$ cat src/rtl/jtframe_mister_pkg.sv
// Shared constants for the MiSTer HPS download front end: menu indices,
// core-mode reset value and the download classification helper.
package jtframe_mister_pkg;

  localparam int ADDR_W = 27;

  localparam logic [7:0] IDX_ROM   = 8'd0;
  localparam logic [7:0] IDX_MOD   = 8'd1;
  localparam logic [7:0] IDX_NVRAM = 8'd2;
  localparam logic [7:0] IDX_DIPSW = 8'd254;

  localparam logic [6:0] CORE_MOD_RST = 7'h01;

  typedef enum logic [2:0] {
    DL_NONE,
    DL_ROM,
    DL_MOD,
    DL_NVRAM,
    DL_DIPSW
  } dl_kind_e;

  function automatic dl_kind_e dl_kind(input logic [7:0] idx);
    case (idx)
      IDX_ROM:   return DL_ROM;
      IDX_MOD:   return DL_MOD;
      IDX_NVRAM: return DL_NVRAM;
      IDX_DIPSW: return DL_DIPSW;
      default:   return DL_NONE;
    endcase
  endfunction

endpackage

$ cat src/rtl/jtframe_mister_dlbuf_if.sv
// Downstream download handshake: the buffer offers {addr, data} with
// ioctl_wr, and the SDRAM writer takes it by raising ioctl_rdy.
interface jtframe_mister_dlbuf_if #(
  parameter int DW = 8
);

  logic                                ioctl_wr;
  logic                                ioctl_rdy;
  logic [jtframe_mister_pkg::ADDR_W-1:0] ioctl_addr;
  logic [DW-1:0]                       ioctl_dout;

  modport master (
    output ioctl_wr,
    output ioctl_addr,
    output ioctl_dout,
    input  ioctl_rdy
  );

  modport slave (
    input  ioctl_wr,
    input  ioctl_addr,
    input  ioctl_dout,
    output ioctl_rdy
  );

endinterface

$ cat src/rtl/jtframe_mister_fifo.sv
// Generic synchronous FIFO with a separate occupancy counter so that a full
// buffer is distinguishable from an empty one. Push at full is taken only
// when a pop happens in the same cycle.
module jtframe_mister_fifo #(
  parameter int W     = 8,
  parameter int DEPTH = 8
) (
  input  logic                     clk,
  input  logic                     rst_n,
  input  logic                     push,
  input  logic                     pop,
  input  logic [W-1:0]             din,
  output logic [W-1:0]             dout,
  output logic [$clog2(DEPTH):0]   count,
  output logic                     full,
  output logic                     empty
);

  localparam int AW = $clog2(DEPTH);

  logic [W-1:0]  mem [DEPTH];
  logic [AW-1:0] wr_ptr_q, wr_ptr_d;
  logic [AW-1:0] rd_ptr_q, rd_ptr_d;
  logic [AW:0]   count_q, count_d;
  logic          do_push, do_pop;

  assign empty = (count_q == '0);
  assign full  = (count_q == (AW+1)'(DEPTH));
  assign count = count_q;
  assign dout  = mem[rd_ptr_q];

  // NOTE: every signal driven here is given a value on every path, so no latch is inferred.
  always_comb begin
    do_pop   = pop && !empty;
    do_push  = push && (!full || do_pop);
    wr_ptr_d = wr_ptr_q + AW'(do_push);
    rd_ptr_d = rd_ptr_q + AW'(do_pop);
    count_d  = count_q + (AW+1)'(do_push) - (AW+1)'(do_pop);
  end

  // NOTE: state flops use non-blocking assignments so all of them update from pre-edge values.
  always_ff @(posedge clk or negedge rst_n) begin
    if (!rst_n) begin
      wr_ptr_q <= '0;
      rd_ptr_q <= '0;
      count_q  <= '0;
    end else begin
      wr_ptr_q <= wr_ptr_d;
      rd_ptr_q <= rd_ptr_d;
      count_q  <= count_d;
    end
  end

  // NOTE: the storage array is not reset; the pointers and count alone decide what is valid.
  always_ff @(posedge clk) begin
    if (do_push) mem[wr_ptr_q] <= din;
  end

endmodule

$ cat src/rtl/jtframe_mister_dlbuf.sv
// MiSTer HPS download front end: latches the menu index, routes ROM/NVRAM
// writes through a FIFO, captures core mode and DIP bytes. The macro
// JTFRAME_MRA_DIP_EN enables DIP capture from index 254.
module jtframe_mister_dlbuf
  import jtframe_mister_pkg::*;
#(
  parameter int DW       = 8,
  parameter int DEPTH    = 8,
  parameter int AFULL    = DEPTH - 2,
  parameter int DIPBYTES = 4
) (
  input  logic                   clk,
  input  logic                   rst_n,
  input  logic                   hps_download,
  input  logic [7:0]             hps_index,
  input  logic                   hps_wr,
  input  logic [ADDR_W-1:0]      hps_addr,
  input  logic [DW-1:0]          hps_dout,
  output logic                   hps_wait,
  output logic                   downloading,
  output logic                   ioctl_ram,
  jtframe_mister_dlbuf_if.master ioctl,
  output logic [6:0]             core_mod,
  input  logic [31:0]            status,
  output logic [8*DIPBYTES-1:0]  dipsw,
  output logic                   ovf
);

  localparam int AW   = $clog2(DEPTH);
  localparam int DIPW = 8 * DIPBYTES;
  localparam int FW   = ADDR_W + DW;

  logic        dl_prev_q, dl_prev_d;
  logic [7:0]  idx_q, idx_d;
  logic        downloading_q, downloading_d;
  logic        ioctl_ram_q, ioctl_ram_d;
  logic        hps_wait_q, hps_wait_d;
  logic        ovf_q, ovf_d;
  logic [6:0]  core_mod_q, core_mod_d;

  logic        rise;
  logic [7:0]  idx_eff;
  dl_kind_e    kind;
  logic        wr_en, push_req, pop, drop, push_ok;
  logic [AW:0] cnt_nxt;

  logic [FW-1:0] head;
  logic [AW:0]   fifo_count;
  logic          fifo_full, fifo_empty;

  jtframe_mister_fifo #(
    .W     (FW),
    .DEPTH (DEPTH)
  ) u_fifo (
    .clk   (clk),
    .rst_n (rst_n),
    .push  (push_req),
    .pop   (pop),
    .din   ({hps_addr, hps_dout}),
    .dout  (head),
    .count (fifo_count),
    .full  (fifo_full),
    .empty (fifo_empty)
  );

  assign ioctl.ioctl_wr   = !fifo_empty;
  assign ioctl.ioctl_addr = head[FW-1:DW];
  assign ioctl.ioctl_dout = head[DW-1:0];

  always_comb begin
    rise     = hps_download && !dl_prev_q;
    // The index is taken straight from the bus on the rising edge so writes
    // in that same cycle are already routed correctly.
    idx_eff  = rise ? hps_index : idx_q;
    kind     = dl_kind(idx_eff);
    wr_en    = hps_download && hps_wr;
    push_req = wr_en && (kind == DL_ROM || kind == DL_NVRAM);
    pop      = !fifo_empty && ioctl.ioctl_rdy;
    drop     = push_req && fifo_full && !pop;
    push_ok  = push_req && !drop;
    cnt_nxt  = fifo_count + (AW+1)'(push_ok) - (AW+1)'(pop);

    dl_prev_d     = hps_download;
    idx_d         = idx_eff;
    downloading_d = (hps_download && kind == DL_ROM) ||
                    (downloading_q && (hps_download || !fifo_empty));
    ioctl_ram_d   = (hps_download && kind == DL_NVRAM) ||
                    (ioctl_ram_q && (hps_download || !fifo_empty));
    // Looking at next occupancy leaves two spare slots for in-flight writes.
    hps_wait_d    = int'(cnt_nxt) >= AFULL;
    ovf_d         = (rise ? 1'b0 : ovf_q) | drop;

    core_mod_d = core_mod_q;
    if (wr_en && kind == DL_MOD && (DW == 16 || !hps_addr[0]))
      core_mod_d = hps_dout[6:0];
  end

  always_ff @(posedge clk or negedge rst_n) begin
    if (!rst_n) begin
      dl_prev_q     <= 1'b0;
      idx_q         <= IDX_ROM;
      downloading_q <= 1'b0;
      ioctl_ram_q   <= 1'b0;
      hps_wait_q    <= 1'b0;
      ovf_q         <= 1'b0;
      core_mod_q    <= CORE_MOD_RST;
    end else begin
      dl_prev_q     <= dl_prev_d;
      idx_q         <= idx_d;
      downloading_q <= downloading_d;
      ioctl_ram_q   <= ioctl_ram_d;
      hps_wait_q    <= hps_wait_d;
      ovf_q         <= ovf_d;
      core_mod_q    <= core_mod_d;
    end
  end

  assign hps_wait    = hps_wait_q;
  assign downloading = downloading_q;
  assign ioctl_ram   = ioctl_ram_q;
  assign ovf         = ovf_q;
  assign core_mod    = core_mod_q;

`ifdef JTFRAME_MRA_DIP_EN
  logic [DIPW-1:0] dip_q, dip_d;
  logic [15:0]     dout16;

  always_comb begin
    dout16 = 16'(hps_dout);
    dip_d  = dip_q;
    if (wr_en && kind == DL_DIPSW) begin
      for (int k = 0; k < DIPBYTES; k++) begin
        if ({1'b0, hps_addr} == 28'(k))
          dip_d[8*k +: 8] = dout16[7:0];
        // A 16-bit word also carries byte addr+1; it falls off past the end.
        if (DW == 16 && ({1'b0, hps_addr} + 28'd1) == 28'(k))
          dip_d[8*k +: 8] = dout16[15:8];
      end
    end
  end

  always_ff @(posedge clk or negedge rst_n) begin
    if (!rst_n) dip_q <= '1;
    else        dip_q <= dip_d;
  end

  assign dipsw = dip_q;
`else
  assign dipsw = DIPW'(status);
`endif

endmodule

$ cat src/flat_wrapper.sv
// flat-port wrapper written by rule: the top's interface ports become plain ports
module jtframe_mister_dlbuf_flat import jtframe_mister_pkg::*;
#(
  parameter int DW       = 8,
  parameter int DEPTH    = 8,
  parameter int AFULL    = DEPTH - 2,
  parameter int DIPBYTES = 4
)
  (clk, rst_n, hps_download, hps_index, hps_wr, hps_addr, hps_dout, hps_wait, downloading, ioctl_ram, core_mod, status, dipsw, ovf, ioctl_ioctl_wr, ioctl_ioctl_addr, ioctl_ioctl_dout, ioctl_ioctl_rdy);
  jtframe_mister_dlbuf_if #(.DW(DW)) ioctl_i ();
  input  logic clk;
  input  logic rst_n;
  input  logic hps_download;
  input  logic [7:0] hps_index;
  input  logic hps_wr;
  input  logic [ADDR_W-1:0] hps_addr;
  input  logic [DW-1:0] hps_dout;
  output logic hps_wait;
  output logic downloading;
  output logic ioctl_ram;
  output logic [6:0] core_mod;
  input  logic [31:0] status;
  output logic [8*DIPBYTES-1:0] dipsw;
  output logic ovf;
  output wire logic [$bits(ioctl_i.ioctl_wr)-1:0] ioctl_ioctl_wr;
  output wire logic [$bits(ioctl_i.ioctl_addr)-1:0] ioctl_ioctl_addr;
  output wire logic [$bits(ioctl_i.ioctl_dout)-1:0] ioctl_ioctl_dout;
  input wire logic [$bits(ioctl_i.ioctl_rdy)-1:0] ioctl_ioctl_rdy;
  assign ioctl_ioctl_wr = ioctl_i.ioctl_wr;
  assign ioctl_ioctl_addr = ioctl_i.ioctl_addr;
  assign ioctl_ioctl_dout = ioctl_i.ioctl_dout;
  assign ioctl_i.ioctl_rdy = ioctl_ioctl_rdy;
  jtframe_mister_dlbuf #(.DW(DW), .DEPTH(DEPTH), .AFULL(AFULL), .DIPBYTES(DIPBYTES)) u_core (.clk(clk), .rst_n(rst_n), .hps_download(hps_download), .hps_index(hps_index), .hps_wr(hps_wr), .hps_addr(hps_addr), .hps_dout(hps_dout), .hps_wait(hps_wait), .downloading(downloading), .ioctl_ram(ioctl_ram), .ioctl(ioctl_i), .core_mod(core_mod), .status(status), .dipsw(dipsw), .ovf(ovf));
endmodule
$ cat config.mk
export PLATFORM = sky130hd
export DESIGN_NAME = jtframe_mister_dlbuf_flat
export DESIGN_NICKNAME = d
export VERILOG_FILES = /design/src/rtl/jtframe_mister_pkg.sv /design/src/rtl/jtframe_mister_dlbuf_if.sv /design/src/rtl/jtframe_mister_fifo.sv /design/src/rtl/jtframe_mister_dlbuf.sv /design/src/flat_wrapper.sv
export SDC_FILE = /design/constraint.sdc
export NUM_CORES = 1
export LEC_CHECK = 0
export ABC_AREA = 1
export BUFFER_PORTS_ARGS = -buffer_cell sky130_fd_sc_hd__buf_2
export CORE_MARGIN = 3
export CORE_UTILIZATION = 58
export DETAILED_ROUTE_END_ITERATION = 10
export PLACE_DENSITY = 0.78
export SETUP_SLACK_MARGIN = 0.15
export SYNTH_ARGS = -nofsm -noshare
export SYNTH_HDL_FRONTEND = slang
export SYNTH_SLANG_ARGS = --single-unit
$ cat constraint.sdc
create_clock -name clk -period 4.3 [get_ports clk]
set_input_delay 0.645 -clock clk [delete_from_list [all_inputs] [get_ports clk]]
set_output_delay 0.645 -clock clk [all_outputs]
set_load 0.01 [all_outputs]
==> results of run 1 <==
==> area by class of cell <==
type,count,share of cell area [%]
Timing Repair Buffer,110,4.29
Clock inverter,19,1.94
Tap cell,275,2.40
Clock buffer,37,5.76
Inverter,45,1.19
Sequential cell,310,63.8
Multi-Input combinational cell,567,20.6
==> metrics by stage <==
step	instance area [um2]	power [mW]	hold WS, ns	setup slack, ns
CTS	14400	9.04	0.143	0.653
finish	14400	9.01	0.137	0.639
global placement	13300	6.11	0.464	1.22
global route	14400	9.52	0.176	0.455
floorplan	12700	5.34	0.349	0.980
detailed placement	13300	6.18	0.472	1.11
==> worst register-to-register path, stage by stage, from the launching register on <==
cell	delay, ns
dfrtp_1	0.37
inv_2	0.17
nand3_1	0.10
nand2_1	0.11
nand2_2	0.07
nor2_4	0.16
nand2_2	0.10
nand2_4	0.11
nand4_2	0.25
nor2_4	0.60
buf_4	0.38
==> per-layer routing <==
metal / share of wire (%) / up-vias / GRT usage [%]
li1: - / 3664 / -
met1: 43 / 3888 / 33.5
met2: 46 / 366 / 34.7
met3: 8.6 / 60 / 3.83
met4: 2.1 / 0 / 5.68
met5: 0 / - / 0
==> registers in the layout, summed over array words and instances (netlist names) <==
signal / cells
u_core.u_fifo.wr_ptr_q: 3
u_core.ioctl_ram: 1
u_core.dl_prev_q: 1
u_core.downloading: 1
u_core.ovf: 1
u_core.hps_wait: 1
u_core.u_fifo.rd_ptr_q: 3
u_core.idx_q: 8
u_core.u_fifo.mem: 280
u_core.u_fifo.count: 4
u_core.core_mod: 7
==> cells by family after synthesis <==
| group | Yosys count | share of synthesized area [%] |
|---|---|---|
| AO/OA/AOI/OAI | 158 | 8.49 |
| XOR/XNOR | 4 | 0.276 |
| adder cells (fa/ha/maj) | 14 | 1.50 |
| buffers and inverters | 131 | 5.18 |
| flip-flops | 310 | 72.0 |
| AND/OR/NAND/NOR | 391 | 12.5 |
==> cells in the final DEF (no fill, tap or decap), types with 2 or more instances in the layout <==
cell / n
dfrtp_4: 2
clkbuf_16: 30
inv_1: 42
nand2_4: 2
o32ai_1: 70
clkinv_2: 9
fa_1: 2
clkbuf_1: 2
buf_4: 14
dfrtp_1: 27
bufinv_16: 7
nand2_2: 9
clkbuf_8: 5
nor2_4: 9
nand3b_1: 4
xnor2_1: 2
nand3_1: 6
nand4_2: 2
nand2_1: 141
ha_1: 12
buf_2: 94
o21ai_2: 7
xor2_1: 2
edfxtp_1: 280
clkinv_1: 3
a21oi_1: 4
o21ai_0: 76
buf_12: 2
nor2_1: 213
==> final timing paths <==
| path | start | endpoint | slack [ns] |
|---|---|---|---|
| max | u_core.u_fifo.rd_ptr_q[0] | ioctl_ioctl_addr[5] | 0.64 |
| min | rst_n | u_core.core_mod[4] | 0.14 |
| max reg2reg | u_core.dl_prev_q | u_core.u_fifo.mem[2][17] | 1.56 |
| min reg2reg | u_core.core_mod[6] | u_core.core_mod[6] | 0.48 |
| max in group asynchronous | rst_n | u_core.u_fifo.rd_ptr_q[0] | 3.66 |
| min in group clk | hps_download | u_core.dl_prev_q | 0.36 |
==> power by group through the flow <==
stage	sequential [mW]	combinational, mW	clock (mW)
2_1_floorplan	3.43	1.91	0
4_1_cts	3.57	2.57	2.90
5_1_grt	3.59	2.88	3.05
3_3_place_gp	3.63	2.49	0
3_5_place_dp	3.63	2.55	0
6_report	3.58	2.57	2.86
==> flow_summary_export.csv, run 1 <==
group,metric,value,unit
place,io_buffers,94,
cts,post_cts_resize_count,0,
timing,fin_tns_setup,0,ns
critical_path,cp_max_fo,73,
timing,drv_slew,0,
pwr,p_switching,2.97,mW
die,rows,53,
timing,slew_headroom,31.8,%
pwr,irDropWorstVdd,0.000447,V
layout,syn_to_final_growth,12.9,%
critical_path,critPathArrivalTime,3.02,ns
layout,final_util,67.5,%
pwr,p_sw_share,33.0,%
die,pin_count,159,
route,dr_total_vias,7978,
synth,synth_area,12700,um2
route,drt-vias-per-instance,5.85,
synth,synth_seq_cells,310,
die,start_util,59.7,%
cts,cts_max_level,1,
grt,grt.overflow.total,0,
critical_path,cp_common_cell,"nand2_1",
timing,setup_viol,0,
synth,synthArstFlopShare,9.68,%
synth,ys_seq_area_share,72.0,%
die,core-area,21300,um2
critical_path,critPathTopFamily,"flip-flops",
timing,rsz0062_at_grt,"no",
cts,root_buffer,"clkbuf_16",
critical_path,reg2reg_depth,10,
timing,fmax,273,MHz
worst_hold_path,hold_class,"in -> async",
synth,synth.avg_cell_area,12.6,um2
cts,cts_buffer_depth,3,
timing,period_share,85.1,%
cts,cts.sinks,310,
critical_path,cp.buffers_inverters,2,
layout,diodes,0,
synth,ys_top_cells_by_area,"edfxtp_1 66%, nor2_1 6.5%, dfrtp_1 5.7%",
die,die_h,154,um
grt,grt_pass1_vias,7874,
synth,synthCells,1008,
die,fp.dieW,154,um
place,hpwl,16100,um
timing,hold_violations,0,
pwr,p_seq_share,39.7,%
synth,yosysMostFrequentCell,"edfxtp_1",
critical_path,path_cells,"buf_4, nor2_1, o32ai_1, nand2_1, nand2_1, buf_2",
grt,grt_pass1_wl,42500,um
synth,synth_top_cell_by_area,"edfxtp_1",
layout,nets,1158,
pwr,p_clk_share,31.8,%
die,die_area,23700,um2
layout,drive_gt1_share,18.4,%
synth,ys.warnings.count,0,
pwr,internal-power,6.04,mW
critical_path,critPathRequiredTime,3.65,ns
route,wl_per_cell,19.6,um
cts,hold_buffers,0,
cts,post_cts_buffers,0,
layout,multiInputGateArea,2960,um2
grt,grt_antenna_before_repair,0,
critical_path,slowest_delay,0.92,ns
cts,cts_buffers,30,
cts,tritoncts,"built",
synth,synth_fp_nets,1102,
timing,fin_worst_skew,0.0171,ns
pwr,leakagePower,5.36,nW
critical_path,cp-end-kind,"output pin",
critical_path,slowest_stage,"dfrtp_4",
route,dr.pass1.iters,5,
synth,ys_top_cells_by_count,"280 x edfxtp_1, 221 x nor2_1, 141 x nand2_1, 76 x o21ai_0, 70 x o32ai_1",
pwr,power.density,627,nW/um2
critical_path,worst-path-stages,6,
place,gp_congestion,0.819,
critical_path,startpoint_type,"register",
place,dp.cells,1307,
route,drt_iter0_markers,1019,
synth,synth-main-ff-cell,"edfxtp_1",
critical_path,worstSetupPathType,"reg -> out",
timing,worst_pin_slew,1.02,ns
run_status,status,"completed",
layout,final_cells,1363,
synth,synth_edf_count,280,
layout,regArea,9170,um2
timing,period_minus_slack,3.66,ns
cts,path_clk_slew,0.06,ns
flow_run,max_cap_viol_count,0,
cts,insertion_delay,0.56,ns
layout,n_fill_cell,1442,
synth,synth_cell_types,33,
pwr,power_frac_comb,28.5,%
grt,grt_max_degree,96,
route,antenna_left,0,
route,drc,0,
grt,grt_usage,22.3,%
synth,synth_top_area_share,66.1,%
route,routed_wl,26700,um
Power figures use the tool's default switching activity.
==> run 2, diff against run 1 <==
--- a/config.mk
+++ b/config.mk
@@ -8,10 +8,11 @@
 export ABC_AREA = 1
 export BUFFER_PORTS_ARGS = -buffer_cell sky130_fd_sc_hd__buf_2
 export CORE_MARGIN = 3
-export CORE_UTILIZATION = 58
+export CORE_UTILIZATION = 59
 export DETAILED_ROUTE_END_ITERATION = 10
 export PLACE_DENSITY = 0.78
 export SETUP_SLACK_MARGIN = 0.15
 export SYNTH_ARGS = -nofsm -noshare
 export SYNTH_HDL_FRONTEND = slang
+export SYNTH_HIERARCHICAL = 1
 export SYNTH_SLANG_ARGS = --single-unit
==> flow_summary_export.csv, run 2 <==
group,metric,value,unit
cts,cts_buffers,31,
critical_path,startpoint_type,"register",
layout,final_cell_mix,"436 x nand2_1, 322 x inv_1, 280 x edfxtp_1, 94 x buf_2, 91 x nand3_1",
synth,synth_area,15200,um2
route,wl_per_cell,15.6,um
critical_path,worstSetupPathType,"reg -> out",
critical_path,path_cells,"inv_8, buf_4, nand2_1, nand3_1, nand2_1, nand2_1, nand2_1, buf_2",
layout,largest_reg_flops,280,
timing,rsz0062_at_grt,"no",
timing,drv_slew,0,
timing,fmax,268,MHz
cts,tritoncts,"built",
route,dr.pass1.iters,5,
layout,nets,1608,
layout,drive_gt1_share,21.8,%
die,start_util,60.2,%
cts,cts_buffer_depth,3,
synth,synthArstFlopShare,9.68,%
synth,synth_edf_count,280,
synth,ys_seq_area_share,60.4,%
timing,period_share,86.6,%
timing,hold_violations,0,
critical_path,critPathArrivalTime,3.08,ns
timing,slew_headroom,28.6,%
critical_path,cp_max_fo,94,
place,hpwl,17200,um
cts,hold_buffers,0,
critical_path,ff2ff_setup_slack,1.04,ns
timing,fin_tns_setup,0,ns
critical_path,slowest_stage,"inv_8",
grt,grt_antenna_before_repair,0,
critical_path,rr_endpoint,"u_core/u_fifo/mem[4][18]",
critical_path,slowest_delay,0.77,ns
die,rows,58,
worst_hold_path,hold_class,"in -> async",
pwr,irDropWorstVdd,0.000397,V
pwr,leakagePower,8.06,nW
timing,fin_worst_skew,0.0207,ns
die,die_area,27600,um2
layout,syn_to_final_growth,10.2,%
grt,grt_pass1_wl,46900,um
layout,final_util,66.3,%
timing,worst_pin_slew,1.07,ns
cts,path_clk_slew,0.06,ns
synth,synth.avg_cell_area,10.4,um2
die,fp.dieW,166,um
synth,synth-main-ff-cell,"edfxtp_1",
die,core-area,25200,um2
route,drc,0,
die,die_h,166,um
run_status,status,"completed",
route,drt-vias-per-instance,4.99,
layout,final_cells,1868,
layout,final_common_cell,"nand2_1",
synth,ys_top_cells_by_count,"436 x nand2_1, 322 x inv_1, 280 x edfxtp_1, 91 x nand3_1, 72 x nand2_4",
cts,root_buffer,"clkbuf_16",
route,drt_iter0_markers,671,
timing,setup_viol,0,
layout,top_register,"u_core/u_fifo/mem",
grt,grt_max_degree,95,
pwr,power.density,574,nW/um2
cts,cts_max_level,1,
route,antenna_left,0,
grt,grt.overflow.total,0,
synth,yosysMostFrequentCell,"nand2_1",
flow_run,max_cap_viol_count,0,
critical_path,reg2reg_depth,13,
synth,synth_fp_nets,1547,
grt,grt_pass1_vias,9564,
timing,period_minus_slack,3.73,ns
place,io_buffers,94,
cts,insertion_delay,0.56,ns
route,dr_total_vias,9325,
layout,n_fill_cell,1810,
layout,diodes,0,
synth,ys.warnings.count,6,
grt,grt_usage,20.9,%
synth,synth_top_area_share,55.5,%
cts,post_cts_buffers,0,
place,dp.cells,1810,
critical_path,crit_path_start,"u_core/u_fifo/rd_ptr_q[0]",
die,pin_count,159,
route,routed_wl,29100,um
place,gp_congestion,0.867,
critical_path,cp_common_cell,"nand2_1",
critical_path,timing.rr.start,"u_core/dl_prev_q",
synth,synth_cell_types,28,
cts,post_cts_resize_count,0,
synth,synth_top_cell_by_area,"edfxtp_1",
synth,synthCells,1452,
cts,cts.sinks,310,
synth,synth_seq_cells,310,
critical_path,cp-end-kind,"output pin",
critical_path,critPathRequiredTime,3.65,ns
timing,whs,0.123,ns
synth,ys_top_cells_by_area,"edfxtp_1 55%, nand2_1 11%, inv_1 8.0%",
## run 2: cell type report
class	instances	area (um2)	area share, %
sequential	310	9170	54.9
multi-input combinational	728	4180	25.1
inverter	327	1240	7.40
clock buffer	50	947	5.67
timing repair buffer	115	653	3.91
tap	330	413	2.47
clock inverter	8	97.6	0.584
## run 2: stage by stage
| stage | power, mW | setup WS, ns | area (um2) |
|---|---|---|---|
| after floorplan | 6.18 | 0.342 | 15200 |
| after global placement | 6.85 | 0.736 | 15700 |
| after detailed placement | 6.95 | 0.628 | 15700 |
| after CTS | 9.66 | 0.535 | 16700 |
| after global routing | 10.1 | 0.423 | 16700 |
| final | 9.58 | 0.574 | 16700 |
## run 2: how the worst max path moves through the flow
stage | end | slack [ns]
after detailed placement | u_core/u_fifo/mem[4][13] | 0.63
after global placement | u_core/u_fifo/mem[4][9] | 0.74
after global routing | ioctl_ioctl_addr[12] | 0.42
after floorplan | u_core/u_fifo/mem[2][0] | 0.34
final | ioctl_ioctl_addr[12] | 0.57
after CTS | ioctl_ioctl_addr[12] | 0.53
## run 2: cells by family (layout without fill, tap and decap cells)
family          Yosys count  in the layout  share of synthesized area (%)
compound gates           14             14                          0.479
xor+xnor                  7              7                          0.405
fa+ha+maj                15             15                           1.34
buf+inv                 414            500                           12.5
flops                   310            310                           60.4
simple gates            692            692                           24.8
## run 2: report_power, final
part	switching [mW]	internal (mW)	leakage [nW]
clock	1.07	1.62	0.517
combinational	2.27	1.15	4.66
sequential	0.128	3.34	2.88
total	3.47	6.11	8.06
## run 2: critical path: cells and delay by family (launching register included)
family | cells | cell delay [ns]
flip-flops | 1 | 0.73
AND/OR/NAND/NOR | 5 | 0.40
buffers and inverters | 3 | 1.32
## run 2: metal layers
metal / track usage [%] / routed length (um) / share of wire, %
met1: 25.2 / 11800 / 41
met2: 38.2 / 14900 / 51
met3: 3.14 / 1560 / 5.4
met4: 7.57 / 759 / 2.6
met5: 0 / 0 / 0
==> run 3, diff against run 2 <==
--- a/config.mk
+++ b/config.mk
@@ -7,8 +7,10 @@
 export LEC_CHECK = 0
 export ABC_AREA = 1
 export BUFFER_PORTS_ARGS = -buffer_cell sky130_fd_sc_hd__buf_2
+export CORE_ASPECT_RATIO = 0.5
 export CORE_MARGIN = 3
 export CORE_UTILIZATION = 59
+export CTS_CLUSTER_SIZE = 25
 export DETAILED_ROUTE_END_ITERATION = 10
 export PLACE_DENSITY = 0.78
 export SETUP_SLACK_MARGIN = 0.15
==> flow_summary_export.csv, run 3 (synthesis results as in run 2) <==
group,metric,value,unit
run_status,status,"completed",
cts,cts_buffers,28,
cts,cts_buffer_depth,3,
route,dr.pass1.iters,5,
place,io_buffers,94,
die,core-area,24600,um2
cts,tritoncts,"built",
critical_path,rr_endpoint,"u_core/u_fifo/mem[2][0]",
timing,worst_pin_slew,1.23,ns
layout,largest_reg_flops,280,
die,pin_count,159,
route,drc,0,
route,drt-vias-per-instance,5.19,
timing,fmax,269,MHz
pwr,irDropWorstVdd,0.000325,V
layout,final_common_cell,"nand2_1",
cts,path_clk_slew,0.07,ns
cts,root_buffer,"clkbuf_16",
critical_path,worstSetupPathType,"reg -> out",
cts,cts.sinks,310,
die,rows,40,
timing,slew_headroom,17.8,%
grt,grt_usage,23.2,%
critical_path,reg2reg_depth,13,
timing,setup_viol,0,
die,die_area,27800,um2
worst_hold_path,hold_class,"in -> async",
critical_path,startpoint_type,"register",
place,gp_congestion,0.852,
route,wl_per_cell,17.1,um
grt,grt_max_degree,75,
die,die_h,119,um
layout,final_cell_mix,"436 x nand2_1, 322 x inv_1, 280 x edfxtp_1, 94 x buf_2, 91 x nand3_1",
cts,cts_max_level,1,
cts,hold_buffers,0,
timing,setup_slack,0.584,ns
route,dr_total_vias,9693,
layout,top_register,"u_core/u_fifo/mem",
grt,grt_antenna_before_repair,1,
die,start_util,61.5,%
critical_path,critPathArrivalTime,3.07,ns
critical_path,critPathRequiredTime,3.65,ns
critical_path,cp-end-kind,"output pin",
timing,fin_tns_setup,0,ns
grt,grt.overflow.total,0,
cts,insertion_delay,0.53,ns
place,hpwl,18800,um
die,fp.dieW,233,um
pwr,leakagePower,8.00,nW
timing,period_share,86.4,%
timing,hold_violations,0,
grt,grt_pass1_vias,9917,
timing,drv_slew,0,
cts,post_cts_buffers,0,
pwr,power.density,572,nW/um2
timing,fin_worst_skew,0.00631,ns
timing,period_minus_slack,3.72,ns
critical_path,ff2ff_setup_slack,1.07,ns
layout,diodes,0,
cts,post_cts_resize_count,0,
layout,nets,1604,
critical_path,cp_max_fo,69,
layout,syn_to_final_growth,9.67,%
route,antenna_left,0,
route,drt_iter0_markers,820,
timing,rsz0062_at_grt,"no",
route,routed_wl,31800,um
timing,whs,0.148,ns
place,pre_cts_slack,0.673,ns
critical_path,timing.rr.start,"u_core/dl_prev_q",
flow_run,max_cap_viol_count,0,
grt,grt_pass1_wl,51300,um
layout,final_util,67.5,%
layout,drive_gt1_share,21.7,%
-- run 3: cell count changes in the layout (fill, tap and decap cells not counted), moves of 2 or more --
cell        change
clkinv_1        +5
clkinv_2        +2
clkbuf_1        -8
clkinvlp_4      +3
clkbuf_16       -2
bufinv_16       +2
clkbuf_8        -8
-- run 3: worst max path at each step --
stage                              start                  endpoint  cells past startpoint
6_report       u_core/u_fifo/rd_ptr_q[0]       ioctl_ioctl_dout[6]                      8
3_5_place_dp                hps_download  u_core/u_fifo/mem[2][15]                     14
4_1_cts        u_core/u_fifo/rd_ptr_q[0]       ioctl_ioctl_dout[6]                      8
5_1_grt        u_core/u_fifo/rd_ptr_q[0]       ioctl_ioctl_dout[6]                      8
2_1_floorplan               hps_download   u_core/u_fifo/mem[2][0]                     12
3_3_place_gp                hps_download  u_core/u_fifo/mem[2][22]                     14
-- run 3: area by class of cell --
cell class | count | area, um2
Sequential cell | 310 | 9170
Fill cell | 1734 | 8000
Multi-Input combinational cell | 728 | 4180
Inverter | 327 | 1240
Clock buffer | 32 | 757
Timing Repair Buffer | 114 | 646
Tap cell | 336 | 420
Clock inverter | 20 | 209
-- run 3: power by group --
group / leakage, nW / switching, mW / internal [mW]
registers: 2.88 / 0.175 / 3.34
logic: 4.65 / 2.26 / 1.14
clock network: 0.470 / 1.08 / 1.51
total: 8.00 / 3.52 / 5.98
-- run 3: per-stage QoR --
step / instances / power, mW / area (um2)
2_1_floorplan: 1452 / 6.18 / 15200
3_3_place_gp: 1815 / 6.81 / 15700
3_5_place_dp: 1815 / 6.94 / 15700
4_1_cts: 1867 / 9.55 / 16600
5_1_grt: 1867 / 10.0 / 16600
6_report: 1867 / 9.50 / 16600
-- run 3: layer usage --
metal / GRT usage, % / part of all wire, % / vias to the layer above / wire, um
met5: 0 / 0.041 / - / 13
met3: 3.70 / 6.7 / 89 / 2140
met2: 39.4 / 49 / 352 / 15700
met1: 30.9 / 41 / 4672 / 13100
met4: 7.30 / 2.7 / 2 / 868
li1: - / - / 4578 / -
-- run 3: critical path: stages, from the launching register on --
cell,delay (ns)
dfrtp_4,0.77
inv_8,0.62
buf_4,0.48
nand2_1,0.13
nand3_1,0.11
nand2_1,0.07
nand2_1,0.05
nand2_1,0.09
buf_2,0.16
